==> src/rtl/sram_req_arbiter.sv <==
// Two-master to one-slave SRAM-like request arbiter. Data (m1) has priority, instruction (m0) is
// protected by an age limit, and an in-order ownership FIFO steers each response back to its issuer.
module sram_req_arbiter #(
    parameter int OUTSTANDING = 2,
    parameter int AGE_LIMIT   = 4
) (
    input  logic        aclk,
    input  logic        areset,

    input  logic        m0_req,
    input  logic        m0_wr,
    input  logic [1:0]  m0_size,
    input  logic [31:0] m0_addr,
    input  logic [3:0]  m0_wstrb,
    input  logic [31:0] m0_wdata,
    output logic        m0_addr_ok,
    output logic        m0_data_ok,
    output logic [31:0] m0_rdata,

    input  logic        m1_req,
    input  logic        m1_wr,
    input  logic [1:0]  m1_size,
    input  logic [31:0] m1_addr,
    input  logic [3:0]  m1_wstrb,
    input  logic [31:0] m1_wdata,
    output logic        m1_addr_ok,
    output logic        m1_data_ok,
    output logic [31:0] m1_rdata,

    output logic        s_req,
    output logic        s_wr,
    output logic [1:0]  s_size,
    output logic [31:0] s_addr,
    output logic [3:0]  s_wstrb,
    output logic [31:0] s_wdata,
    input  logic        s_addr_ok,
    input  logic        s_data_ok,
    input  logic [31:0] s_rdata,

    output logic        err_unexp
);

    localparam int PTR_W = (OUTSTANDING > 1) ? $clog2(OUTSTANDING) : 1;
    localparam int CNT_W = $clog2(OUTSTANDING + 1);
    localparam int AGE_W = (AGE_LIMIT > 0) ? $clog2(AGE_LIMIT + 1) : 1;

    typedef enum logic {IDLE, LOCK} state_t;

    state_t             state_reg;
    logic               grant_reg;
    logic [AGE_W-1:0]   age_reg;
    logic [AGE_W-1:0]   age_next;
    logic [CNT_W-1:0]   count_reg;
    logic [CNT_W-1:0]   count_next;
    logic [PTR_W-1:0]   wr_ptr_reg;
    logic [PTR_W-1:0]   rd_ptr_reg;
    logic               err_reg;
    logic               own_mem [OUTSTANDING];

    // Master-side signals gathered into vectors indexed by master number
    logic [1:0]         m_req;
    logic [1:0]         m_wr;
    logic [1:0][1:0]    m_size;
    logic [1:0][31:0]   m_addr;
    logic [1:0][3:0]    m_wstrb;
    logic [1:0][31:0]   m_wdata;
    logic [1:0]         addr_ok_vec;
    logic [1:0]         data_ok_vec;

    assign m_req   = {m1_req, m0_req};
    assign m_wr    = {m1_wr, m0_wr};
    assign m_size  = {m1_size, m0_size};
    assign m_addr  = {m1_addr, m0_addr};
    assign m_wstrb = {m1_wstrb, m0_wstrb};
    assign m_wdata = {m1_wdata, m0_wdata};

    logic in_lock;
    logic accept;
    logic release_lock;
    logic rsp_valid;
    logic head_owner;
    logic contested;
    logic any_req;
    logic fifo_room;
    logic can_issue;
    logic winner;

    assign in_lock      = (state_reg == LOCK);
    assign s_req        = in_lock & m_req[grant_reg];
    assign s_wr         = m_wr[grant_reg];
    assign s_size       = m_size[grant_reg];
    assign s_addr       = m_addr[grant_reg];
    assign s_wstrb      = m_wstrb[grant_reg];
    assign s_wdata      = m_wdata[grant_reg];

    assign accept       = s_req & s_addr_ok;
    // A locked master that drops its request abandons the slot without a push
    assign release_lock = in_lock & (accept | ~m_req[grant_reg]);
    assign rsp_valid    = s_data_ok & (count_reg != '0);
    assign head_owner   = own_mem[rd_ptr_reg];

    assign contested    = &m_req;
    assign any_req      = |m_req;
    assign fifo_room    = (count_reg < CNT_W'(OUTSTANDING));
    assign can_issue    = (state_reg == IDLE) & any_req & fifo_room;
    assign winner       = contested ? (age_reg != AGE_W'(AGE_LIMIT)) : m_req[1];

    generate
        for (genvar gi = 0; gi < 2; gi++) begin : g_master
            assign addr_ok_vec[gi] = accept & (grant_reg == 1'(gi));
            assign data_ok_vec[gi] = rsp_valid & (head_owner == 1'(gi));
        end
    endgenerate

    assign m0_addr_ok = addr_ok_vec[0];
    assign m1_addr_ok = addr_ok_vec[1];
    assign m0_data_ok = data_ok_vec[0];
    assign m1_data_ok = data_ok_vec[1];
    assign m0_rdata   = s_rdata;
    assign m1_rdata   = s_rdata;
    assign err_unexp  = err_reg;

    function automatic logic [PTR_W-1:0] ptr_inc(input logic [PTR_W-1:0] p);
        return (p == PTR_W'(OUTSTANDING - 1)) ? '0 : p + PTR_W'(1);
    endfunction

    always_comb begin
        count_next = count_reg;
        case ({accept, rsp_valid})
            2'b10:   count_next = count_reg + CNT_W'(1);
            2'b01:   count_next = count_reg - CNT_W'(1);
            default: count_next = count_reg;
        endcase
    end

    // Only contested grants move the age: m1 wins climb towards the limit, an m0 win clears it
    always_comb begin
        age_next = age_reg;
        if (can_issue && contested) begin
            if (winner)
                age_next = (age_reg == AGE_W'(AGE_LIMIT)) ? age_reg : age_reg + AGE_W'(1);
            else
                age_next = '0;
        end
    end

    always_ff @(posedge aclk) begin
        if (areset) begin
            state_reg  <= IDLE;
            grant_reg  <= 1'b0;
            age_reg    <= '0;
            count_reg  <= '0;
            wr_ptr_reg <= '0;
            rd_ptr_reg <= '0;
            err_reg    <= 1'b0;
        end else begin
            case (state_reg)
                IDLE: begin
                    if (can_issue) begin
                        grant_reg <= winner;
                        state_reg <= LOCK;
                    end
                end
                LOCK: begin
                    if (release_lock)
                        state_reg <= IDLE;
                end
                default: state_reg <= IDLE;
            endcase
            age_reg   <= age_next;
            count_reg <= count_next;
            if (accept)
                wr_ptr_reg <= ptr_inc(wr_ptr_reg);
            if (rsp_valid)
                rd_ptr_reg <= ptr_inc(rd_ptr_reg);
            if (s_data_ok && count_reg == '0)
                err_reg <= 1'b1;
        end
    end

    // Ownership storage needs no reset: entries are only read below the valid count
    always_ff @(posedge aclk) begin
        if (accept)
            own_mem[wr_ptr_reg] <= grant_reg;
    end

endmodule
==> config.mk <==
export PLATFORM = sky130hd
export DESIGN_NAME = sram_req_arbiter
export DESIGN_NICKNAME = d
export VERILOG_FILES = /design/src/rtl/sram_req_arbiter.sv
export SDC_FILE = /design/constraint.sdc
export NUM_CORES = 1
export LEC_CHECK = 0
export ABC_CLOCK_PERIOD_IN_PS = 2800
export BUFFER_PORTS_ARGS = -buffer_cell sky130_fd_sc_hd__buf_2
export CORE_AREA = 4 4 122 124
export CTS_BUF_LIST = sky130_fd_sc_hd__clkbuf_8
export CTS_CLUSTER_SIZE = 30
export DETAILED_ROUTE_END_ITERATION = 7
export DIE_AREA = 0 0 126 128
export GPL_TIMING_DRIVEN = 0
export PLACE_DENSITY_LB_ADDON = 0.08
export SLEW_MARGIN = 5
export SYNTH_ARGS = -nofsm -noshare
export SYNTH_HDL_FRONTEND = slang
export SYNTH_SLANG_ARGS = --single-unit
==> constraint.sdc <==
create_clock -name aclk -period 2.8 [get_ports aclk]
set_input_delay 0.28 -clock aclk [delete_from_list [all_inputs] [get_ports aclk]]
set_output_delay 0.28 -clock aclk [all_outputs]
set_load 0.02 [all_outputs]
==> results.rst <==
.. list-table::
   :header-rows: 1

   * - Metric
     - Value
   * - Top post-synthesis cells by area
     - sky130_fd_sc_hd__mux2_2, sky130_fd_sc_hd__buf_4, sky130_fd_sc_hd__dfxtp_1
   * - Io pins
     - 321
   * - Time the worst path needs with I/O delays and setup
     - 2.02 ns
   * - DR WL/cell
     - 14.9 um
   * - Crit path kind
     - reg2out
   * - Half-perimeter wire length of the detailed placement result
     - slightly above 9000 um
   * - RD Place Congestion
     - roughly 0.84
   * - Number of gates resized after CTS
     - 0
   * - DRC marker count from the first detailed-route iteration
     - between 40 and 50
   * - # port buffers
     - between 200 and 300
   * - Clock input transition at the sequential cells of the worst setup and hold paths
     - approximately 0.06 ns
   * - Number of H-tree levels
     - 1
   * - WP data arrival
     - ~1.7 ns
   * - Overflow left after global routing
     - 0
   * - Max-cap violation count
     - 0
   * - Final Worst Setup Slack
     - a little under 0.8 ns
   * - Synthesized cell area
     - approximately 1900 um^2
   * - Setup slack, reg-to-reg
     - about 0.99 ns
   * - Fraction of final layout cells sized beyond drive strength 1
     - 86.8%
   * - Horizontal extent of the die
     - around 130 um
   * - Finish-stage setup viols
     - 0
   * - Vias per Instance
     - 3.63
   * - Worst reg2reg path startpoint
     - grant_reg
   * - Layout Skew
     - roughly 0.0036 ns
   * - Worst min-delay path class
     - in2reg
   * - Post-CTS setup buffer count
     - 0
   * - Pre-CTS WS
     - a little under 1 ns
   * - Static power due to leakage
     - ~2 nW
   * - CP max FO
     - 10
   * - Launching element type of the critical path
     - flip-flop
   * - Syn_nets
     - between 300 and 400
   * - CTS tree
     - yes
   * - Max FFs per register
     - 3
   * - Endpoint type of the worst setup path
     - output pin
   * - Height of the die
     - between 100 and 150 um
   * - Vias in the first global route
     - ~2500
   * - Power, Total
     - ~1.2 mW
   * - Count of placed standard cells including taps
     - between 600 and 700
   * - Final total negative setup slack
     - 0 ns
   * - Count of state elements after synthesis
     - 13
   * - Post-synth cell types
     - 27
   * - Die area
     - roughly 16000 um^2
   * - Clock tree root buffer cell
     - sky130_fd_sc_hd__clkbuf_8
   * - Residual DRC
     - 0
   * - ANT nets after route
     - 0
   * - First-pass iteration count of the detailed router
     - 4
   * - Depth of the most critical reg-to-reg path
     - 5
   * - Worst voltage drop across the vdd grid
     - around 0.11 mV
   * - Net count, final
     - approximately 700
   * - Worst Hold Endpoint
     - age_reg[2]
   * - Final Non-Filler Cells
     - roughly 700
   * - Core Box Area
     - roughly 14000 um^2
   * - Number of hold buffers added after CTS
     - 0
   * - Average size of a mapped cell
     - roughly 9.3 um^2
   * - Fmax
     - about 500 MHz
   * - Hold path start
     - areset
   * - End of the worst register-to-register path
     - count_reg[1]
   * - Rows
     - 43
   * - Number of antenna diodes
     - 0
   * - Post-Route Utilization
     - a little over a quarter
   * - Run status
     - complete, no violations
   * - Total via count in the routed design
     - around 2500
   * - Syn. warnings
     - 0
   * - Gate count after technology mapping
     - 209
   * - Source-to-sink clock delay at the later pin of the worst-skew pair
     - ~0.24 ns
   * - Final period util
     - between 70% and 80%
   * - Pwr per Cell Area
     - ~320 nW/um^2
   * - Final number of hold-violating endpoints
     - 0
   * - Total clock buffers created by CTS
     - 3
   * - Setup repair after global routing missed its margin
     - no
   * - CP required
     - around 2.5 ns
   * - Sequential fraction of the synthesis area
     - around 14%
   * - Initial antenna violation count
     - 1
   * - Initial Util
     - between 10% and 20%
   * - Area grow syn2layout
     - 88.3%
   * - Maximum clock insertion buffer count
     - 2
   * - Drt total wl
     - 10200 um
   * - Instance count along the most critical hold path
     - 2
   * - Final-report max-slew violation count
     - 0
   * - Share of the synthesized area in the top cell type
     - 41.3%
   * - Fill count
     - between 1500 and 2000
   * - Normalized max-slew margin
     - roughly two thirds
   * - Total clock sinks
     - 13
   * - Maximum number of pins on one net before global-route repair
     - 11
   * - First-pass GRT wire length
     - between 10000 and 15000 um
   * - All-layer global routing usage
     - about 11%
   * - Measured slew at the worst slew-check pin
     - just over 0.5 ns
   * - Cell taking the most area after synthesis
     - sky130_fd_sc_hd__mux2_2
## cell usage in the layout, fill, tap and decap left out
cell	Yosys	routed
sky130_fd_sc_hd__xor2_1	2	2
sky130_fd_sc_hd__a21oi_1	7	7
sky130_fd_sc_hd__inv_1	5	6
sky130_fd_sc_hd__and3_1	2	2
sky130_fd_sc_hd__nor2_1	10	10
sky130_fd_sc_hd__o211a_1	1	1
sky130_fd_sc_hd__o211ai_1	1	1
sky130_fd_sc_hd__nand3_1	1	1
sky130_fd_sc_hd__clkbuf_8	0	3
sky130_fd_sc_hd__xnor2_1	1	1
sky130_fd_sc_hd__buf_4	70	70
sky130_fd_sc_hd__nor3_1	1	1
sky130_fd_sc_hd__nand2b_1	1	1
sky130_fd_sc_hd__dfxtp_1	11	11
sky130_fd_sc_hd__or2_2	1	1
sky130_fd_sc_hd__ha_1	3	3
sky130_fd_sc_hd__mux2i_1	3	3
sky130_fd_sc_hd__edfxtp_1	2	2
sky130_fd_sc_hd__or3_1	2	2
sky130_fd_sc_hd__mux2_2	71	71
sky130_fd_sc_hd__clkbuf_1	1	1
sky130_fd_sc_hd__and4bb_1	1	1
sky130_fd_sc_hd__nand2_1	2	2
sky130_fd_sc_hd__buf_2	2	290
sky130_fd_sc_hd__o21ai_0	4	4
sky130_fd_sc_hd__o2bb2ai_1	1	1
sky130_fd_sc_hd__o31ai_1	1	1
sky130_fd_sc_hd__nor2b_1	2	2
## stage by stage
| step | cell area (um^2) | hold WS, ns |
|---|---|---|
| 2_1_floorplan | 1940 | 0.357 |
| 3_3_place_gp | 3600 | 0.450 |
| 3_5_place_dp | 3600 | 0.462 |
| 4_1_cts | 3650 | 0.222 |
| 5_1_grt | 3650 | 0.229 |
| 6_report | 3650 | 0.224 |
## synth_stat cells
cell type / n
sky130_fd_sc_hd__mux2_2: 71
sky130_fd_sc_hd__buf_4: 70
sky130_fd_sc_hd__dfxtp_1: 11
sky130_fd_sc_hd__nor2_1: 10
sky130_fd_sc_hd__a21oi_1: 7
sky130_fd_sc_hd__inv_1: 5
sky130_fd_sc_hd__o21ai_0: 4
sky130_fd_sc_hd__ha_1: 3
sky130_fd_sc_hd__mux2i_1: 3
sky130_fd_sc_hd__and3_1: 2
sky130_fd_sc_hd__buf_2: 2
sky130_fd_sc_hd__edfxtp_1: 2
sky130_fd_sc_hd__nand2_1: 2
sky130_fd_sc_hd__nor2b_1: 2
sky130_fd_sc_hd__or3_1: 2
sky130_fd_sc_hd__xor2_1: 2
sky130_fd_sc_hd__and4bb_1: 1
sky130_fd_sc_hd__clkbuf_1: 1
sky130_fd_sc_hd__nand2b_1: 1
sky130_fd_sc_hd__nand3_1: 1
sky130_fd_sc_hd__nor3_1: 1
sky130_fd_sc_hd__o211a_1: 1
sky130_fd_sc_hd__o211ai_1: 1
sky130_fd_sc_hd__o2bb2ai_1: 1
sky130_fd_sc_hd__o31ai_1: 1
sky130_fd_sc_hd__or2_2: 1
sky130_fd_sc_hd__xnor2_1: 1
## worst max-delay path, cell delays in order, from the launching register on
cell,delay [ns]
sky130_fd_sc_hd__dfxtp_1,0.42
sky130_fd_sc_hd__buf_2,0.29
sky130_fd_sc_hd__buf_4,0.25
sky130_fd_sc_hd__mux2_2,0.35
sky130_fd_sc_hd__buf_2,0.17
## cells by family (layout without fill, tap and decap cells)
group	after synthesis	in the layout	synth area share [%]
mux	74	74	42.8
xor+xnor	3	3	1.36
buf+inv	78	370	28.8
flops	13	13	14.5
fa+ha+maj	3	3	1.94
simple gates	23	23	6.07
compound gates	15	15	4.58
## per-layer routing
metal,vias to the layer above,track usage (%),wire length (um)
met3,6,3.83,1190
met1,1042,11.4,3290
li1,1242,-,-
met2,182,22.0,5600
met4,2,1.07,57
met5,-,0,13
## how the worst max path moves through the flow
| stage | to | slack (ns) | from |
|---|---|---|---|
| floorplan | count_reg[1] | 1.15 | grant_reg |
| global placement | s_wdata[5] | 0.98 | grant_reg |
| detailed placement | s_wdata[5] | 0.98 | grant_reg |
| CTS | s_wdata[5] | 0.69 | grant_reg |
| global route | s_wdata[5] | 0.64 | grant_reg |
| finish | s_wdata[11] | 0.78 | grant_reg |
## area by class of cell
class | instances | area [um^2] | area share [%]
multi-input combinational | 118 | 1100 | 30.1
inverter | 5 | 18.8 | 0.514
timing repair buffer | 288 | 1440 | 39.5
clock buffer | 3 | 41.3 | 1.13
buffer | 73 | 539 | 14.8
clock inverter | 1 | 3.75 | 0.103
tap | 180 | 225 | 6.17
sequential | 13 | 280 | 7.68
## power breakdown
| group | internal [mW] | switching (mW) | total, mW |
|---|---|---|---|
| combinational | 0.377 | 0.414 | 0.790 |
| sequential | 0.207 | 0.0145 | 0.222 |
| clock | 0.0968 | 0.0685 | 0.165 |
Note: power is estimated with default switching activity, not from simulation.
